**config.mk**
```make
export PLATFORM = sky130hd
export DESIGN_NAME = tns_enc_19_seq
export DESIGN_NICKNAME = d
export VERILOG_FILES = /design/src/rtl/tns_enc_19_seq_pkg.sv /design/src/rtl/tns_enc_19_seq_rom.sv /design/src/rtl/tns_enc_19_seq.sv
export SDC_FILE = /design/constraint.sdc
export NUM_CORES = 1
export LEC_CHECK = 0
export ABC_AREA = 1
export CAP_MARGIN = 25
export CORE_AREA = 2 2 88 90
export DETAILED_ROUTE_END_ITERATION = 8
export DIE_AREA = 0 0 90 92
export HOLD_SLACK_MARGIN = 0.06
export PLACE_DENSITY = 0.66
export SKIP_CTS_REPAIR_TIMING = 1
export SYNTH_ARGS = -nofsm -noshare
export SYNTH_HDL_FRONTEND = slang
export SYNTH_SLANG_ARGS = --single-unit
```
**constraint.sdc**
```tcl
create_clock -name clk -period 3.4 [get_ports clk]
set_clock_uncertainty 0.15 [all_clocks]
set_input_delay 0.34 -clock clk [delete_from_list [all_inputs] [get_ports clk]]
set_output_delay 0.34 -clock clk [all_outputs]
set_load 0.05 [all_outputs]
```
**src/rtl/tns_enc_19_seq_pkg.sv**
```systemverilog
// ============================================================================
// Module : tns_enc_19_seq_pkg
// Brief  : TNS weight table, word widths and encoder state type.
// Rev    : 1.0  initial release
// ============================================================================
`default_nettype none

package tns_enc_19_seq_pkg;

    localparam int c_blen07_c   = 15;
    localparam int c_tns_code_w = 19;

    localparam logic [c_blen07_c-1:0] c_tns01_c = 15'd1;
    localparam logic [c_blen07_c-1:0] c_tns01_b = 15'd2;
    localparam logic [c_blen07_c-1:0] c_tns01_a = 15'd3;
    localparam logic [c_blen07_c-1:0] c_tns02_c = 15'd5;
    localparam logic [c_blen07_c-1:0] c_tns02_b = 15'd8;
    localparam logic [c_blen07_c-1:0] c_tns02_a = 15'd13;
    localparam logic [c_blen07_c-1:0] c_tns03_c = 15'd21;
    localparam logic [c_blen07_c-1:0] c_tns03_b = 15'd34;
    localparam logic [c_blen07_c-1:0] c_tns03_a = 15'd55;
    localparam logic [c_blen07_c-1:0] c_tns04_c = 15'd89;
    localparam logic [c_blen07_c-1:0] c_tns04_b = 15'd144;
    localparam logic [c_blen07_c-1:0] c_tns04_a = 15'd233;
    localparam logic [c_blen07_c-1:0] c_tns05_c = 15'd377;
    localparam logic [c_blen07_c-1:0] c_tns05_b = 15'd610;
    localparam logic [c_blen07_c-1:0] c_tns05_a = 15'd987;
    localparam logic [c_blen07_c-1:0] c_tns06_c = 15'd1597;
    localparam logic [c_blen07_c-1:0] c_tns06_b = 15'd2584;
    localparam logic [c_blen07_c-1:0] c_tns06_a = 15'd4181;
    localparam logic [c_blen07_c-1:0] c_tns07_c = 15'd6765;

    typedef enum logic [1:0] {
        S_IDLE = 2'd0,
        S_CALC = 2'd1,
        S_DONE = 2'd2
    } tns_state_t;

    // Bit index to weight; matches the decoder's mapping (bit18 = TNS07_C).
    function automatic logic [c_blen07_c-1:0] tns_weight(input logic [4:0] idx);
        case (idx)
            5'd0:    tns_weight = c_tns01_c;
            5'd1:    tns_weight = c_tns01_b;
            5'd2:    tns_weight = c_tns01_a;
            5'd3:    tns_weight = c_tns02_c;
            5'd4:    tns_weight = c_tns02_b;
            5'd5:    tns_weight = c_tns02_a;
            5'd6:    tns_weight = c_tns03_c;
            5'd7:    tns_weight = c_tns03_b;
            5'd8:    tns_weight = c_tns03_a;
            5'd9:    tns_weight = c_tns04_c;
            5'd10:   tns_weight = c_tns04_b;
            5'd11:   tns_weight = c_tns04_a;
            5'd12:   tns_weight = c_tns05_c;
            5'd13:   tns_weight = c_tns05_b;
            5'd14:   tns_weight = c_tns05_a;
            5'd15:   tns_weight = c_tns06_c;
            5'd16:   tns_weight = c_tns06_b;
            5'd17:   tns_weight = c_tns06_a;
            5'd18:   tns_weight = c_tns07_c;
            default: tns_weight = '0;
        endcase
    endfunction

endpackage

`default_nettype wire

```
**src/rtl/tns_enc_19_seq_rom.sv**
```systemverilog
// ============================================================================
// Module : tns_weight_rom
// Brief  : Combinational bit-index to TNS weight lookup (19 entries).
// Rev    : 1.0  initial release
// ============================================================================
`default_nettype none

module tns_weight_rom
    import tns_enc_19_seq_pkg::*;
#(
    parameter int DATA_W = c_blen07_c
) (
    input  logic [4:0]        idx,
    output logic [DATA_W-1:0] weight
);

    assign weight = DATA_W'(tns_weight(idx));

endmodule

`default_nettype wire

```
**src/rtl/tns_enc_19_seq.sv**
```systemverilog
// ============================================================================
// Module : tns_enc_19_seq
// Brief  : Iterative greedy TNS encoder, one code bit per clock, MSB first.
//          Optional residual range flag (out_err) via TNS_ENC_RANGE_CHECK_EN.
// Rev    : 1.0  initial release
// ============================================================================
`default_nettype none

module tns_enc_19_seq
    import tns_enc_19_seq_pkg::*;
#(
    parameter int DATA_W = c_blen07_c,
    parameter int CODE_W = c_tns_code_w
) (
    input  logic              clk,
    input  logic              rst,
    input  logic              in_valid,
    output logic              in_ready,
    input  logic [DATA_W-1:0] in_data,
    output logic              out_valid,
    input  logic              out_ready,
    output logic [CODE_W-1:0] out_code
`ifdef TNS_ENC_RANGE_CHECK_EN
    ,
    output logic              out_err
`endif
);

    localparam logic [4:0] c_idx_msb = 5'(c_tns_code_w - 1);

    generate
        if (CODE_W != c_tns_code_w) begin : g_code_w_check
            $error("tns_enc_19_seq: CODE_W must be 19");
        end
    endgenerate

    tns_state_t        r_state;
    tns_state_t        w_state_nxt;
    logic [DATA_W-1:0] r_rem;
    logic [4:0]        r_idx;
    logic [CODE_W-1:0] r_code;
    logic [DATA_W-1:0] w_weight;
    logic [DATA_W-1:0] w_rem_step;
    logic              w_bit;
    logic              w_accept;
    logic              w_last;

    tns_weight_rom #(
        .DATA_W (DATA_W)
    ) u_rom (
        .idx    (r_idx),
        .weight (w_weight)
    );

    // Greedy step: subtraction is guarded by the compare, so it never wraps.
    assign w_bit      = (r_rem >= w_weight);
    assign w_rem_step = w_bit ? (r_rem - w_weight) : r_rem;
    assign w_last     = (r_idx == 5'd0);
    assign w_accept   = in_valid && in_ready;
    assign out_code   = r_code;

    always_comb begin
        w_state_nxt = r_state;
        in_ready    = 1'b0;
        out_valid   = 1'b0;
        case (r_state)
            S_IDLE: begin
                in_ready = !rst;
                if (w_accept) w_state_nxt = S_CALC;
            end
            S_CALC: begin
                if (w_last) w_state_nxt = S_DONE;
            end
            S_DONE: begin
                out_valid = 1'b1;
                if (out_ready) w_state_nxt = S_IDLE;
            end
            default: w_state_nxt = S_IDLE;
        endcase
    end

    always_ff @(posedge clk or posedge rst) begin
        if (rst) begin
            r_state <= S_IDLE;
            r_rem   <= '0;
            r_idx   <= '0;
            r_code  <= '0;
        end else begin
            r_state <= w_state_nxt;
            case (r_state)
                S_IDLE: begin
                    if (w_accept) begin
                        r_rem  <= in_data;
                        r_idx  <= c_idx_msb;
                        r_code <= '0;
                    end
                end
                S_CALC: begin
                    r_code[r_idx] <= w_bit;
                    r_rem         <= w_rem_step;
                    if (!w_last) r_idx <= r_idx - 5'd1;
                end
                default: ;
            endcase
        end
    end

`ifdef TNS_ENC_RANGE_CHECK_EN
    logic r_err;

    // A non-zero residual after the last step means the word exceeds Wsum.
    always_ff @(posedge clk or posedge rst) begin
        if (rst) begin
            r_err <= 1'b0;
        end else if (r_state == S_CALC && w_last) begin
            r_err <= (w_rem_step != '0);
        end else if (r_state == S_DONE && out_ready) begin
            r_err <= 1'b0;
        end
    end

    assign out_err = r_err;
`endif

endmodule

`default_nettype wire
```
==> impl_metrics.json <==
{
  "status": "finished, final reports clean",
  "post-synth-top-count-cell": "nand2_1",
  "pre_cts_ws_ns": 0.178,
  "firstDrtPassIters": 4,
  "gp_congestion": 0.883,
  "grt_pass1_vias": 2978,
  "reg2reg_from": "r_idx[0]",
  "num_io_pins": 40,
  "final-hold-violation-count": 0,
  "synthAdderAreaFrac_pct": 8.81,
  "clock-sinks": 41,
  "synth_compound_area_share_pct": 10.6,
  "synth_xor_area_share_pct": 0.546,
  "antenna_found_initial": 0,
  "synth_nets": 526,
  "clock_path_buffers": 2,
  "detail_route.wl_per_cell_um": 13.3,
  "vias_per_cell": 4.98,
  "syn_area_per_cell_um2": 6.62,
  "max_stage_delay_ns": 0.42,
  "max_freq_ghz": 0.317,
  "yosysTopAreaCellShare_pct": 32.0,
  "netlist_area_um2": 3210,
  "fp.dieH_um": 92,
  "vias": 3152,
  "tightest_slew_ns": 0.713,
  "die_w_um": 90,
  "grt_overflow_total": 0,
  "synth-main-ff-cell": "dfrtp_1",
  "crit_top_cell": "nand2_1",
  "worst_slack_ns": 0.243,
  "synthTopCellsByCount": "171 x nand2_1, 55 x inv_1, 50 x nor2_1",
  "hold_path.class": "in -> async",
  "core_um2": 7450,
  "path_clk_slew_ns": 0.08,
  "finalSetupViolCount": 0,
  "worstReg2RegEnd": "r_rem[14]",
  "crit_chain": "inv_1 > ha_4 > nand2_1 > o21ai_0 > o21ai_0 > a211o_1 > ha_1 > nand2_1 > nand3_2 > nand2_1 > nand2_2 > nand2_2 > nand3_4 > nand2_8 > nand2_4 > nand2_1 > nand2_1",
  "synth-seq-area-share_pct": 32.0,
  "critical_path_class": "reg -> reg",
  "drv_slew": 0,
  "io_buffers": 39,
  "drt-initial-drc-count": 180,
  "drc": 0,
  "rsz0062_at_grt": "no",
  "slowest_stage": "dfrtp_2",
  "syn2layout_area_growth_pct": 20.1,
  "slew_headroom_pct": 52.4,
  "yosys.area_share.simple_pct": 38.8,
  "postRouteAntennaNets": 0,
  "post-route-period-util_pct": 92.8,
  "startpoint_type": "flip-flop",
  "async_reset_ff_share_pct": 100,
  "synth_edf_count": 0,
  "ys_warn_count": 0,
  "grt_pass1_wl_mm": 14.1,
  "reg2regPathDepth": 17,
  "arrival_ns": 3.19,
  "netlist_instances": 485,
  "initial_core_util_pct": 43.1,
  "grt_max_degree": 24,
  "required_ns": 3.44,
  "cts-buffers-inserted": 5,
  "cts-htree-levels": 2,
  "cp-end-kind": "flip-flop",
  "max_cap_violations": 0,
  "ys_seq_elements": 41,
  "r2r_slack_ns": 0.24,
  "synth_area_leader_cell": "dfrtp_1",
  "grt_usage_pct": 20.9,
  "crit_family": "simple AND/OR/NAND/NOR gates",
  "clockRootBuffer": "clkbuf_8",
  "setup_tns_ns": 0,
  "synth_top_family_by_area": "simple AND/OR/NAND/NOR gates",
  "hpwl_mm": 6.56,
  "die_area_um2": 8280,
  "final_layout_size_suffix_gt1_share_pct": 8.47,
  "crit_fanout": 15,
  "finalWirelength_mm": 8.45,
  "tritoncts": "built",
  "clkLatencyLatePin_ns": 0.30,
  "placement_rows": 32,
  "layout_min_cycle_time_ns": 3.16,
  "synthMuxAreaShare_pct": 0,
  "synthTopCellsByArea": "dfrtp_1 32%, nand2_1 20%, ha_1 8.2%",
  "synth.distinct_cells": 38,
  "nFillCells": 789,
  "nets": 571,
  "worst-path-buf-inv": 1,
  "diodes": 0
}
## worst register-to-register path, cell delays in order (launching register included)
cell and delay (ns):
dfrtp_2 0.42, inv_1 0.10, ha_4 0.30, nand2_1 0.09
o21ai_0 0.14, o21ai_0 0.13, a211o_1 0.28, ha_1 0.36
nand2_1 0.13, nand3_2 0.12, nand2_1 0.11, nand2_2 0.06
nand2_2 0.07, nand3_4 0.11, nand2_8 0.14, nand2_4 0.16
nand2_1 0.13, nand2_1 0.05
## cell type report
cell class                      instances  area (µm²)  area share [%]
Multi-Input combinational cell        370        1900            49.2
Sequential cell                        41        1030            26.6
Timing Repair Buffer                   51         480            12.5
Inverter                               61         229            5.94
Tap cell                              102         128            3.31
Clock buffer                            6        82.6            2.14
Clock inverter                          2        13.8           0.357
## kinds of logic after synthesis
group           after synthesis
compound gates               60
buf+inv                      74
xor+xnor                      2
flops                        41
simple gates                286
fa+ha+maj                    22
## layer usage
layer / GRT usage, % / vias to the layer above / routed length [µm]
met4: 7.18 / 0 / 131
met5: 0 / - / 0
li1: - / 1631 / -
met1: 26.3 / 1431 / 3700
met2: 37.4 / 78 / 4250
met3: 2.38 / 12 / 363
## sequential cells by signal (all words and copies together), names as in the netlist
signal    flops
out_code     19
r_rem        15
r_idx         5
r_state       2
## stage by stage
stage	instances	cell area, µm²	utilization (%)	hold WS [ns]
5_1_grt	633	3860	51.8	0.346
3_5_place_dp	625	3750	50.3	0.354
3_3_place_gp	625	3750	50.3	0.352
6_report	633	3860	51.8	0.300
4_1_cts	633	3840	51.6	0.318
2_1_floorplan	485	3210	-	0.276
## how the worst max path moves through the flow
| stage | start | to | slack [ns] | depth (start not counted) |
|---|---|---|---|---|
| 3_3_place_gp | r_idx[0] | r_rem[14] | 0.30 | 19 |
| 3_5_place_dp | r_idx[0] | r_rem[14] | 0.18 | 19 |
| 5_1_grt | r_idx[0] | r_rem[14] | 0.004 | 20 |
| 4_1_cts | r_idx[0] | r_rem[14] | 0.15 | 19 |
| 2_1_floorplan | r_idx[0] | r_rem[9] | 0.36 | 18 |
| 6_report | r_idx[0] | r_rem[14] | 0.24 | 17 |
## placed cells by master (no fill, tap or decap), drive strengths merged
cell           instances
a211o                  2
a211oi                 1
a21oi                 13
a22oi                  2
a2bb2oi                1
a31oi                  3
and2                   2
buf                   12
clkbuf                 6
clkdlybuf4s50         39
clkinv                 2
dfrtp                 41
fa                     1
ha                    21
inv                   61
nand2                179
nand3                 40
nand3b                 3
nand4                  4
nor2                  53
nor3                   5
o211ai                 2
o21ai                 32
o22ai                  2
o31ai                  2
xnor2                  1
xor2                   1
Power is not shown: default switching activity piles up to over one toggle a cycle in this logic, so the estimate is an artifact.
